[src/rtl/gpu_matmul_pkg.sv]
// rtl/gpu_matmul_pkg.sv - shared types, constants and element math for the matmul lanes
// GPU_MATMUL_SAT_EN selects saturating (defined) or wrapping (undefined) 8-bit reduction.
package gpu_matmul_pkg;

    localparam int ELEM_W       = 8;
    localparam int WORD_W       = 4 * ELEM_W;
    localparam int MATMUL_STEPS = 4;
    localparam int IDX_W        = 2;
    localparam int SUM_W        = 2 * ELEM_W + 1;

    // Bit offsets of each element inside a packed 2x2 word
    localparam int E00_LSB = 0;
    localparam int E01_LSB = ELEM_W;
    localparam int E10_LSB = 2 * ELEM_W;
    localparam int E11_LSB = 3 * ELEM_W;

    typedef enum logic {
        ST_IDLE = 1'b0,
        ST_CALC = 1'b1
    } lane_state_t;

    function automatic logic [ELEM_W-1:0] reduce_sum(input logic signed [SUM_W-1:0] s);
`ifdef GPU_MATMUL_SAT_EN
        if (s > 17'sd127) begin
            return 8'h7F;
        end else if (s < -17'sd128) begin
            return 8'h80;
        end else begin
            return s[ELEM_W-1:0];
        end
`else
        return s[ELEM_W-1:0];
`endif
    endfunction

    // idx[1] selects the row of A, idx[0] the column of B
    function automatic logic [ELEM_W-1:0] calc_elem(
        input logic [WORD_W-1:0] a,
        input logic [WORD_W-1:0] b,
        input logic [IDX_W-1:0]  idx
    );
        logic        [ELEM_W-1:0]   a_i0;
        logic        [ELEM_W-1:0]   a_i1;
        logic        [ELEM_W-1:0]   b_0j;
        logic        [ELEM_W-1:0]   b_1j;
        logic signed [2*ELEM_W-1:0] p0;
        logic signed [2*ELEM_W-1:0] p1;
        logic signed [SUM_W-1:0]    s;
        a_i0 = idx[1] ? a[E10_LSB +: ELEM_W] : a[E00_LSB +: ELEM_W];
        a_i1 = idx[1] ? a[E11_LSB +: ELEM_W] : a[E01_LSB +: ELEM_W];
        b_0j = idx[0] ? b[E01_LSB +: ELEM_W] : b[E00_LSB +: ELEM_W];
        b_1j = idx[0] ? b[E11_LSB +: ELEM_W] : b[E10_LSB +: ELEM_W];
        p0 = $signed({{ELEM_W{a_i0[ELEM_W-1]}}, a_i0}) * $signed({{ELEM_W{b_0j[ELEM_W-1]}}, b_0j});
        p1 = $signed({{ELEM_W{a_i1[ELEM_W-1]}}, a_i1}) * $signed({{ELEM_W{b_1j[ELEM_W-1]}}, b_1j});
        s  = $signed({p0[2*ELEM_W-1], p0}) + $signed({p1[2*ELEM_W-1], p1});
        return reduce_sum(s);
    endfunction

endpackage

[src/rtl/gpu_matmul_lane.sv]
// rtl/gpu_matmul_lane.sv - one 2x2 int8 matmul lane: edge detect, sequential FSM, sticky drop flag
// Reduction mode follows GPU_MATMUL_SAT_EN through gpu_matmul_pkg.
module gpu_matmul_lane
    import gpu_matmul_pkg::*;
(
    input  logic              clk,
    input  logic              rst_n,
    input  logic              i_start,
    input  logic [WORD_W-1:0] i_matrix_a,
    input  logic [WORD_W-1:0] i_matrix_b,
    output logic              o_busy,
    output logic [WORD_W-1:0] o_matrix_c,
    output logic              o_done,
    output logic              o_start_dropped
);

    lane_state_t       r_state;
    lane_state_t       w_state_nxt;
    logic              r_start_q;
    logic              w_rise;
    logic              w_launch;
    logic              w_finish;
    logic [WORD_W-1:0] r_a;
    logic [WORD_W-1:0] r_b;
    logic [WORD_W-1:0] r_shadow;
    logic [WORD_W-1:0] r_c;
    logic [IDX_W-1:0]  r_idx;
    logic              r_busy;
    logic              r_done;
    logic              r_dropped;
    logic [ELEM_W-1:0] w_elem;

    assign w_rise = i_start & ~r_start_q;
    assign w_elem = calc_elem(r_a, r_b, r_idx);

    always_ff @(posedge clk or negedge rst_n) begin
        if (!rst_n) begin
            r_state <= ST_IDLE;
        end else begin
            r_state <= w_state_nxt;
        end
    end

    always_comb begin
        w_state_nxt = r_state;
        w_launch    = 1'b0;
        w_finish    = 1'b0;
        case (r_state)
            ST_IDLE: begin
                if (w_rise) begin
                    w_launch    = 1'b1;
                    w_state_nxt = ST_CALC;
                end
            end
            ST_CALC: begin
                if (r_idx == IDX_W'(MATMUL_STEPS - 1)) begin
                    w_finish    = 1'b1;
                    w_state_nxt = ST_IDLE;
                end
            end
            default: w_state_nxt = ST_IDLE;
        endcase
    end

    always_ff @(posedge clk or negedge rst_n) begin
        if (!rst_n) begin
            r_start_q <= 1'b0;
            r_a       <= '0;
            r_b       <= '0;
            r_shadow  <= '0;
            r_c       <= '0;
            r_idx     <= '0;
            r_busy    <= 1'b0;
            r_done    <= 1'b0;
            r_dropped <= 1'b0;
        end else begin
            r_start_q <= i_start;
            r_done    <= 1'b0;
            if (w_launch) begin
                r_a    <= i_matrix_a;
                r_b    <= i_matrix_b;
                r_idx  <= '0;
                r_busy <= 1'b1;
            end
            if (r_state == ST_CALC) begin
                r_shadow[{r_idx, 3'b000} +: ELEM_W] <= w_elem;
                r_idx <= r_idx + 1'b1;
                // A rising edge during CALC is never queued, only recorded
                if (w_rise) begin
                    r_dropped <= 1'b1;
                end
            end
            if (w_finish) begin
                r_c    <= {w_elem, r_shadow[E11_LSB-1:0]};
                r_busy <= 1'b0;
                r_done <= 1'b1;
            end
        end
    end

    assign o_busy          = r_busy;
    assign o_matrix_c      = r_c;
    assign o_done          = r_done;
    assign o_start_dropped = r_dropped;

endmodule

[src/rtl/gpu_matmul_array.sv]
// rtl/gpu_matmul_array.sv - bank of NUM_UNITS independent 2x2 int8 matmul lanes on the custom-0 path
// Saturating element reduction when GPU_MATMUL_SAT_EN is defined, wrapping otherwise.
module gpu_matmul_array
    import gpu_matmul_pkg::*;
#(
    parameter int NUM_UNITS = 8
) (
    input  logic                              clk,
    input  logic                              rst_n,
    input  logic [NUM_UNITS-1:0]              unit_start,
    input  logic [NUM_UNITS-1:0][WORD_W-1:0]  matrix_a,
    input  logic [NUM_UNITS-1:0][WORD_W-1:0]  matrix_b,
    output logic [NUM_UNITS-1:0]              unit_busy,
    output logic [NUM_UNITS-1:0][WORD_W-1:0]  matrix_c,
    output logic [NUM_UNITS-1:0]              unit_done,
    output logic [NUM_UNITS-1:0]              start_dropped
);

    genvar g;
    generate
        for (g = 0; g < NUM_UNITS; g++) begin : g_lane
            gpu_matmul_lane u_lane (
                .clk             (clk),
                .rst_n           (rst_n),
                .i_start         (unit_start[g]),
                .i_matrix_a      (matrix_a[g]),
                .i_matrix_b      (matrix_b[g]),
                .o_busy          (unit_busy[g]),
                .o_matrix_c      (matrix_c[g]),
                .o_done          (unit_done[g]),
                .o_start_dropped (start_dropped[g])
            );
        end
    endgenerate

endmodule
[config.mk]
export PLATFORM = sky130hd
export DESIGN_NAME = gpu_matmul_array
export DESIGN_NICKNAME = d
export VERILOG_FILES = /design/src/rtl/gpu_matmul_pkg.sv /design/src/rtl/gpu_matmul_lane.sv /design/src/rtl/gpu_matmul_array.sv
export SDC_FILE = /design/constraint.sdc
export NUM_CORES = 2
export LEC_CHECK = 0
export ABC_AREA = 1
export CAP_MARGIN = 20
export CORE_MARGIN = 8
export CORE_UTILIZATION = 40
export CTS_BUF_LIST = sky130_fd_sc_hd__clkbuf_8
export CTS_CLUSTER_SIZE = 14
export DETAILED_ROUTE_END_ITERATION = 16
export GPL_ROUTABILITY_DRIVEN = 0
export REMOVE_ABC_BUFFERS = 1
export SLEW_MARGIN = 0
export SYNTH_ARGS = -nofsm -noshare
export SYNTH_HDL_FRONTEND = slang
export SYNTH_SLANG_ARGS = --single-unit
[constraint.sdc]
create_clock -name clk -period 6.1 [get_ports clk]
set_input_delay 1.83 -clock clk [delete_from_list [all_inputs] [get_ports clk]]
set_output_delay 1.83 -clock clk [all_outputs]
set_load 0.005 [all_outputs]
## Word-level counts from Yosys, hierarchy flattened

Index checks and enable logic that the tools add are counted.

- Register bits: 1080
- Bits in latches: 0
- RAM bits: 0
- Bits in read-only memories: 0
- Bits of input ports: 522
- Output and inout port bits: 280
- Logic and storage cells: 320
- Memories kept: 0

- $add $sub $neg: 24
- Multiply operators: 16
- Div/mod/pow operators: 0
- Order comparisons: 0
- Equality and inequality tests: 8
- Shift operators: 16
- Muxes and demuxes: 128
- Bitwise logic cells: 24
- Reduce and logical (&&, ||, !) cells: 24

Operator list:

| cell | number |
|---|---|
| 32-bit bitwise mux | 8 |
| 8-bit 2-to-1 mux | 32 |
| 8-bit by 7-bit variable shift with 32-bit output (first input constant) | 8 |
| 8-bit by 7-bit variable part select with 32-bit output | 8 |
| 8-bit by 8-bit multiplier with 8-bit output | 16 |
| 8-bit adder | 8 |
| 1-bit 2-to-1 mux | 64 |
| 5-bit negation with 7-bit output | 8 |
| 2-bit 2-to-1 mux | 16 |
| 2-bit nonzero test | 16 |
| 2-bit by 1-bit adder with 2-bit output (second input constant) | 8 |
| 2-bit equality test (second input constant) | 8 |
| 1-bit NOT | 16 |
| 1-bit case mux with 2 select lines | 8 |
| 2-bit AND reduction | 8 |
| 1-bit bitwise AND | 8 |

## Longest topological paths before layout

- Word-level depth: 6
- Gate-level depth with buffers: 33

## By module

Synthesis repeated with hierarchy kept, for this count alone.

- Cells, all modules: 6924
- Area, all modules: 59952.5 sq um

Modules (own cells, without submodules):

| module | times used | cells each | area an instance (sq um) | sequential area each (sq um) |
|---|---|---|---|---|
| gpu_matmul_lane (g_lane[0].u_lane ...) | 2 | 855 | 7413.4 | 3178.0 |
| gpu_matmul_lane (g_lane[1].u_lane) | 1 | 866 | 7619.8 | 3178.0 |
| gpu_matmul_lane (g_lane[4].u_lane) | 1 | 894 | 7561.0 | 3178.0 |
| gpu_matmul_lane (g_lane[5].u_lane) | 1 | 892 | 7552.2 | 3178.0 |
| gpu_matmul_lane (g_lane[7].u_lane) | 1 | 869 | 7526.0 | 3178.0 |
| gpu_matmul_lane (g_lane[6].u_lane) | 1 | 845 | 7452.1 | 3178.0 |
| gpu_matmul_lane (g_lane[3].u_lane) | 1 | 848 | 7414.6 | 3178.0 |

## Worst setup path after synthesis

No wires, ideal clock.

- Path kind: register -> register
- Start point: register g_lane[4].u_lane.r_idx[0]
- End point: register g_lane[4].u_lane.r_shadow[7]
- Library setup time: 0.120 ns
- Data arrival time: 5.394 ns
- Data required time: 5.980 ns
- Setup slack: 0.586 ns
- Stages on the path, launching flop included: 31
- Path buffers: 2
- Cell sequence: dfrtp_1 > buf_2 > inv_2 > buf_4 > nand2_1 > nand2_1 > inv_1 > nor2_1 > fa_1 > inv_1 > fa_1 > fa_1 > inv_1 > fa_1 > inv_1 > fa_1 > fa_1 > inv_1 > ha_1 > a21oi_1 > o21ai_0 > a31oi_1 > nand3_1 > nand2_1 > nand2_1 > nand2_1 > inv_1 > nand3_1 > nand2_1 > nand2_1 > o21ai_2

- Cells in the longest elaborated chain, start to end: 5
- Elaborated cells between the ends (all ways): 9
- Those cells by class: add/sub: 2; mul: 2; shift: 2; mux: 3

RTL lines:

| what | line | RTL |
|---|---|---|
| from (decl) | gpu_matmul_lane.sv:27 | `logic [IDX_W-1:0] r_idx;` |
| from (signal assigned) | gpu_matmul_lane.sv:87 | `r_idx <= r_idx + 1'b1;` |
| 8-bit 2-to-1 mux (on tied branches) | gpu_matmul_pkg.sv:51, gpu_matmul_pkg.sv:52 |  |
| 8-bit by 8-bit multiplier with 8-bit output (on tied branches) | gpu_matmul_pkg.sv:53, gpu_matmul_pkg.sv:54 |  |
| 8-bit adder | gpu_matmul_pkg.sv:55 | `s = $signed({p0[2*ELEM_W-1], p0}) + $signed({p1[2*ELEM_W-1], p1});` |
| 8-bit by 7-bit variable part select with 32-bit output | gpu_matmul_lane.sv:86 | `r_shadow[{r_idx, 3'b000} +: ELEM_W] <= w_elem;` |
| 32-bit bitwise mux (*) | gpu_matmul_lane.sv:86 |  |
| to (signal, indexed assignment) | gpu_matmul_lane.sv:86 |  |
| to (decl) | gpu_matmul_lane.sv:25 | `logic [WORD_W-1:0] r_shadow;` |

Every way passes the cells marked *; elsewhere a longest branch is shown, timed or not.
A chain may end at the register's enable or synchronous reset.

## Worst setup path after layout

- Start point: register g_lane[7].u_lane.r_idx[1]
- End point: register g_lane[7].u_lane.r_shadow[15]

- Cells in the longest elaborated chain, start to end: 5
- Elaborated cells between the ends (all ways): 9
- Those cells by class: add/sub: 2; mul: 2; shift: 2; mux: 3

RTL lines:

| what | line |
|---|---|
| from (decl) | gpu_matmul_lane.sv:27 |
| from (signal assigned) | gpu_matmul_lane.sv:87 |
| 8-bit 2-to-1 mux (on tied branches) | gpu_matmul_pkg.sv:49, gpu_matmul_pkg.sv:50 |
| 8-bit by 8-bit multiplier with 8-bit output (on tied branches) | gpu_matmul_pkg.sv:53, gpu_matmul_pkg.sv:54 |
| 8-bit adder | gpu_matmul_pkg.sv:55 |
| 8-bit by 7-bit variable part select with 32-bit output | gpu_matmul_lane.sv:86 |
| 32-bit bitwise mux (*) | gpu_matmul_lane.sv:86 |
| to (signal, indexed assignment) | gpu_matmul_lane.sv:86 |
| to (decl) | gpu_matmul_lane.sv:25 |

Marked as above.

==> impl_metrics.tcl <==
set metrics [dict create \
    min_period_over_period 0.9443 \
    pin_count 802 \
    rsz0062_at_grt "no" \
    cap_violations 0 \
    dpl.cell_count 9512 \
    criticalPathCategory "register to register" \
    clockBufferDepth 3 \
    ctsRootBufferMaster "clkbuf_8" \
    drc 0 \
    grt_pass1_wl_um 279800 \
    synth.cell_area_um2 59730 \
    critical-path-top-delay-family "adder cells" \
    synth_xor_area_frac 0.007478 \
    synth_area_leaders "dfrtp_1 (43%), nand2_1 (11%), fa_1 (8.0%), ha_1 (7.4%), inv_1 (7.2%)" \
    setup_ws_ps 339.5 \
    cpMaxStageDelayCell "fa_1" \
    netlist_instances 6874 \
    worstMarginPinSlew_ps 1011 \
    path_max_fanout 21 \
    cp.depth 28 \
    pre_cts_slack_ps 193.1 \
    start_kind "register" \
    cts_tree "built" \
    synth-seq-cells 1016 \
    fin_cells 9866 \
    clock_latency_ps 890 \
    clk_pin_slew_worst_paths_ps 70 \
    numCtsBuffers 180 \
    cp-end-kind "register" \
    finalCriticalPeriod_ps 5761 \
    hold_path_class "register to register" \
    yosysMostFrequentCell "nand2_1" \
    post_drt_wl_per_cell_um 18.20 \
    synth_edf_count 0 \
    setup_viol 0 \
    post_drt_via_cell_ratio 4.835 \
    drt_first_pass_iters 6 \
    synth-compound-area-share 0.07641 \
    dp.final_hpwl_um 142200 \
    min_to "g_lane[4].u_lane.o_matrix_c[23]" \
    die_area_um2 162000 \
    async_flop_share 1.000 \
    synthMuxAreaShare 0.06786 \
    fillers 14150 \
    holdPathStages 2 \
    rr_endpoint "g_lane[7].u_lane.r_shadow[15]" \
    antenna_found_initial 56 \
    yosysTopAreaCell "dfrtp_1" \
    cts_resized 0 \
    initial_utilization 0.4007 \
    min_from "g_lane[4].u_lane.o_matrix_c[23]" \
    synth-warning-count 0 \
    io_buffers 801 \
    outcome "completed" \
    syn_to_final_growth_pct 24.09 \
    vias 47710 \
    avgSynthCellArea_um2 8.690 \
    rrSetupSlack_ps 340 \
    max_freq_mhz 173.6 \
    final_hold_viol_count 0 \
    max_stage_delay_ps 540 \
    yosysUniqueCellTypes 37 \
    wirelength_um 179500 \
    ant_nets 0 \
    synth_ff_type "dfrtp_1" \
    core_um2 149100 \
    rr_startpoint "g_lane[7].u_lane.r_idx[1]" \
    netlist.area_leader.share 0.4256 \
    die_h_um 402.4 \
    drive_gt1_frac 0.1066 \
    ys_seq_area_frac 0.4256 \
    fp.dieW_um 402.4 \
    arrival_ps 6580 \
    cts_max_level 4 \
    clock_sinks 1016 \
    grt_overflow 0 \
    synthAdderAreaFrac 0.1542 \
    r2r_cells 28 \
    whs_ps 477.1 \
    synth-simple-area-share 0.1762 \
    synthTopCellsByCount "nand2_1 (1,788), inv_1 (1,144), dfrtp_1 (1,016)" \
    cts_setup_buffers 0 \
    nNetsFinal 8867 \
    crit_required_ps 6920 \
    tns_ps 0 \
    num_rows 142 \
    drt_iter0_drc 2695 \
    grt_usage 0.2176 \
    grt_pass1_vias 49040 \
    holdBufCountCts 0 \
    fin_skew_ps 56.62 \
    synth_top_family_by_area "simple AND/OR/NAND/NOR gates" \
    slew_headroom 0.3233 \
    critPathBufInv 8 \
    slew_viol_final 0 \
    grt_max_degree 139 \
]
[worst min-delay path, stage by stage, from the launching register on]
cell     delay [ps]
dfrtp_1         340
nand2_1          50
nand2_1          60
[stage by stage]
step                      utilization  instance area, µm²
after floorplan                     -               58610
after global placement         0.4697               70020
after detailed placement       0.4697               70020
after CTS                      0.4960               73930
after global routing           0.4970               74090
final                          0.4973               74130
[cell usage in the layout, fill, tap and decap left out, types with 14 or more instances in the layout]
| cell | count |
|---|---|
| a21oi_1 | 205 |
| buf_4 | 98 |
| clkbuf_8 | 221 |
| clkdlybuf4s50_1 | 800 |
| clkinv_2 | 15 |
| dfrtp_1 | 1010 |
| diode_2 | 32 |
| fa_1 | 240 |
| ha_1 | 352 |
| inv_1 | 1197 |
| mux2_2 | 360 |
| nand2_1 | 1783 |
| nand2_2 | 15 |
| nand3_1 | 191 |
| nand3b_1 | 51 |
| nand4_1 | 14 |
| nor2_1 | 521 |
| o21ai_0 | 345 |
| o21ai_1 | 69 |
| o21ai_2 | 25 |
| o22ai_1 | 174 |
| or2_2 | 31 |
| xnor2_1 | 36 |
| xor2_1 | 15 |
[how the worst max path moves through the flow]
stage	endpoint	start	slack [ps]
6_report	g_lane[7].u_lane.r_shadow[15]	g_lane[7].u_lane.r_idx[1]	340
5_1_grt	g_lane[7].u_lane.r_shadow[7]	g_lane[7].u_lane.r_idx[1]	2
4_1_cts	g_lane[7].u_lane.r_shadow[23]	g_lane[7].u_lane.r_idx[1]	180
3_5_place_dp	g_lane[7].u_lane.r_shadow[23]	g_lane[7].u_lane.r_idx[1]	190
3_3_place_gp	g_lane[7].u_lane.r_shadow[7]	g_lane[7].u_lane.r_idx[1]	330
2_1_floorplan	g_lane[4].u_lane.r_shadow[7]	g_lane[4].u_lane.r_idx[0]	260
[metal layers]
metal / up-vias / GRT usage / wire (µm)
met5: - / 0 / 215
met4: 34 / 0.07461 / 5951
met3: 329 / 0.05764 / 12070
met2: 1191 / 0.3541 / 83480
met1: 22790 / 0.2813 / 77800
li1: 23360 / - / -
[flip-flops by register name, summed over array words and instances, names as in the netlist]
name                           count
g_lane.u_lane.o_done               8
g_lane.u_lane.o_busy               8
g_lane.u_lane.o_matrix_c         256
g_lane.u_lane.r_state              8
g_lane.u_lane.r_start_q            8
g_lane.u_lane.r_shadow           192
g_lane.u_lane.r_idx               16
g_lane.u_lane.r_b                256
g_lane.u_lane.o_start_dropped      8
g_lane.u_lane.r_a                256
[cell families (layout without fill, tap and decap cells)]
group	count (synthesis)	count (layout)
AO/OA/AOI/OAI	838	838
flip-flops	1016	1016
multiplexers	360	360
adder cells (fa/ha/maj)	592	592
XOR/XNOR	51	51
other	0	32
buffers and inverters	1381	2397
AND/OR/NAND/NOR	2636	2636
[layout make-up]
cell class | count | area [µm²] | share of cell area
tap | 1944 | 2432 | 0.03281
antenna | 32 | 80.08 | 0.001080
sequential | 1016 | 25430 | 0.3431
inverter | 1169 | 4407 | 0.05945
clock buffer | 221 | 3042 | 0.04103
multi-input combinational | 4477 | 28910 | 0.3900
clock inverter | 98 | 869.6 | 0.01173
timing repair buffer | 909 | 8957 | 0.1208
Power is not shown: default switching activity piles up to over one toggle a cycle in this logic, so the estimate is an artifact.
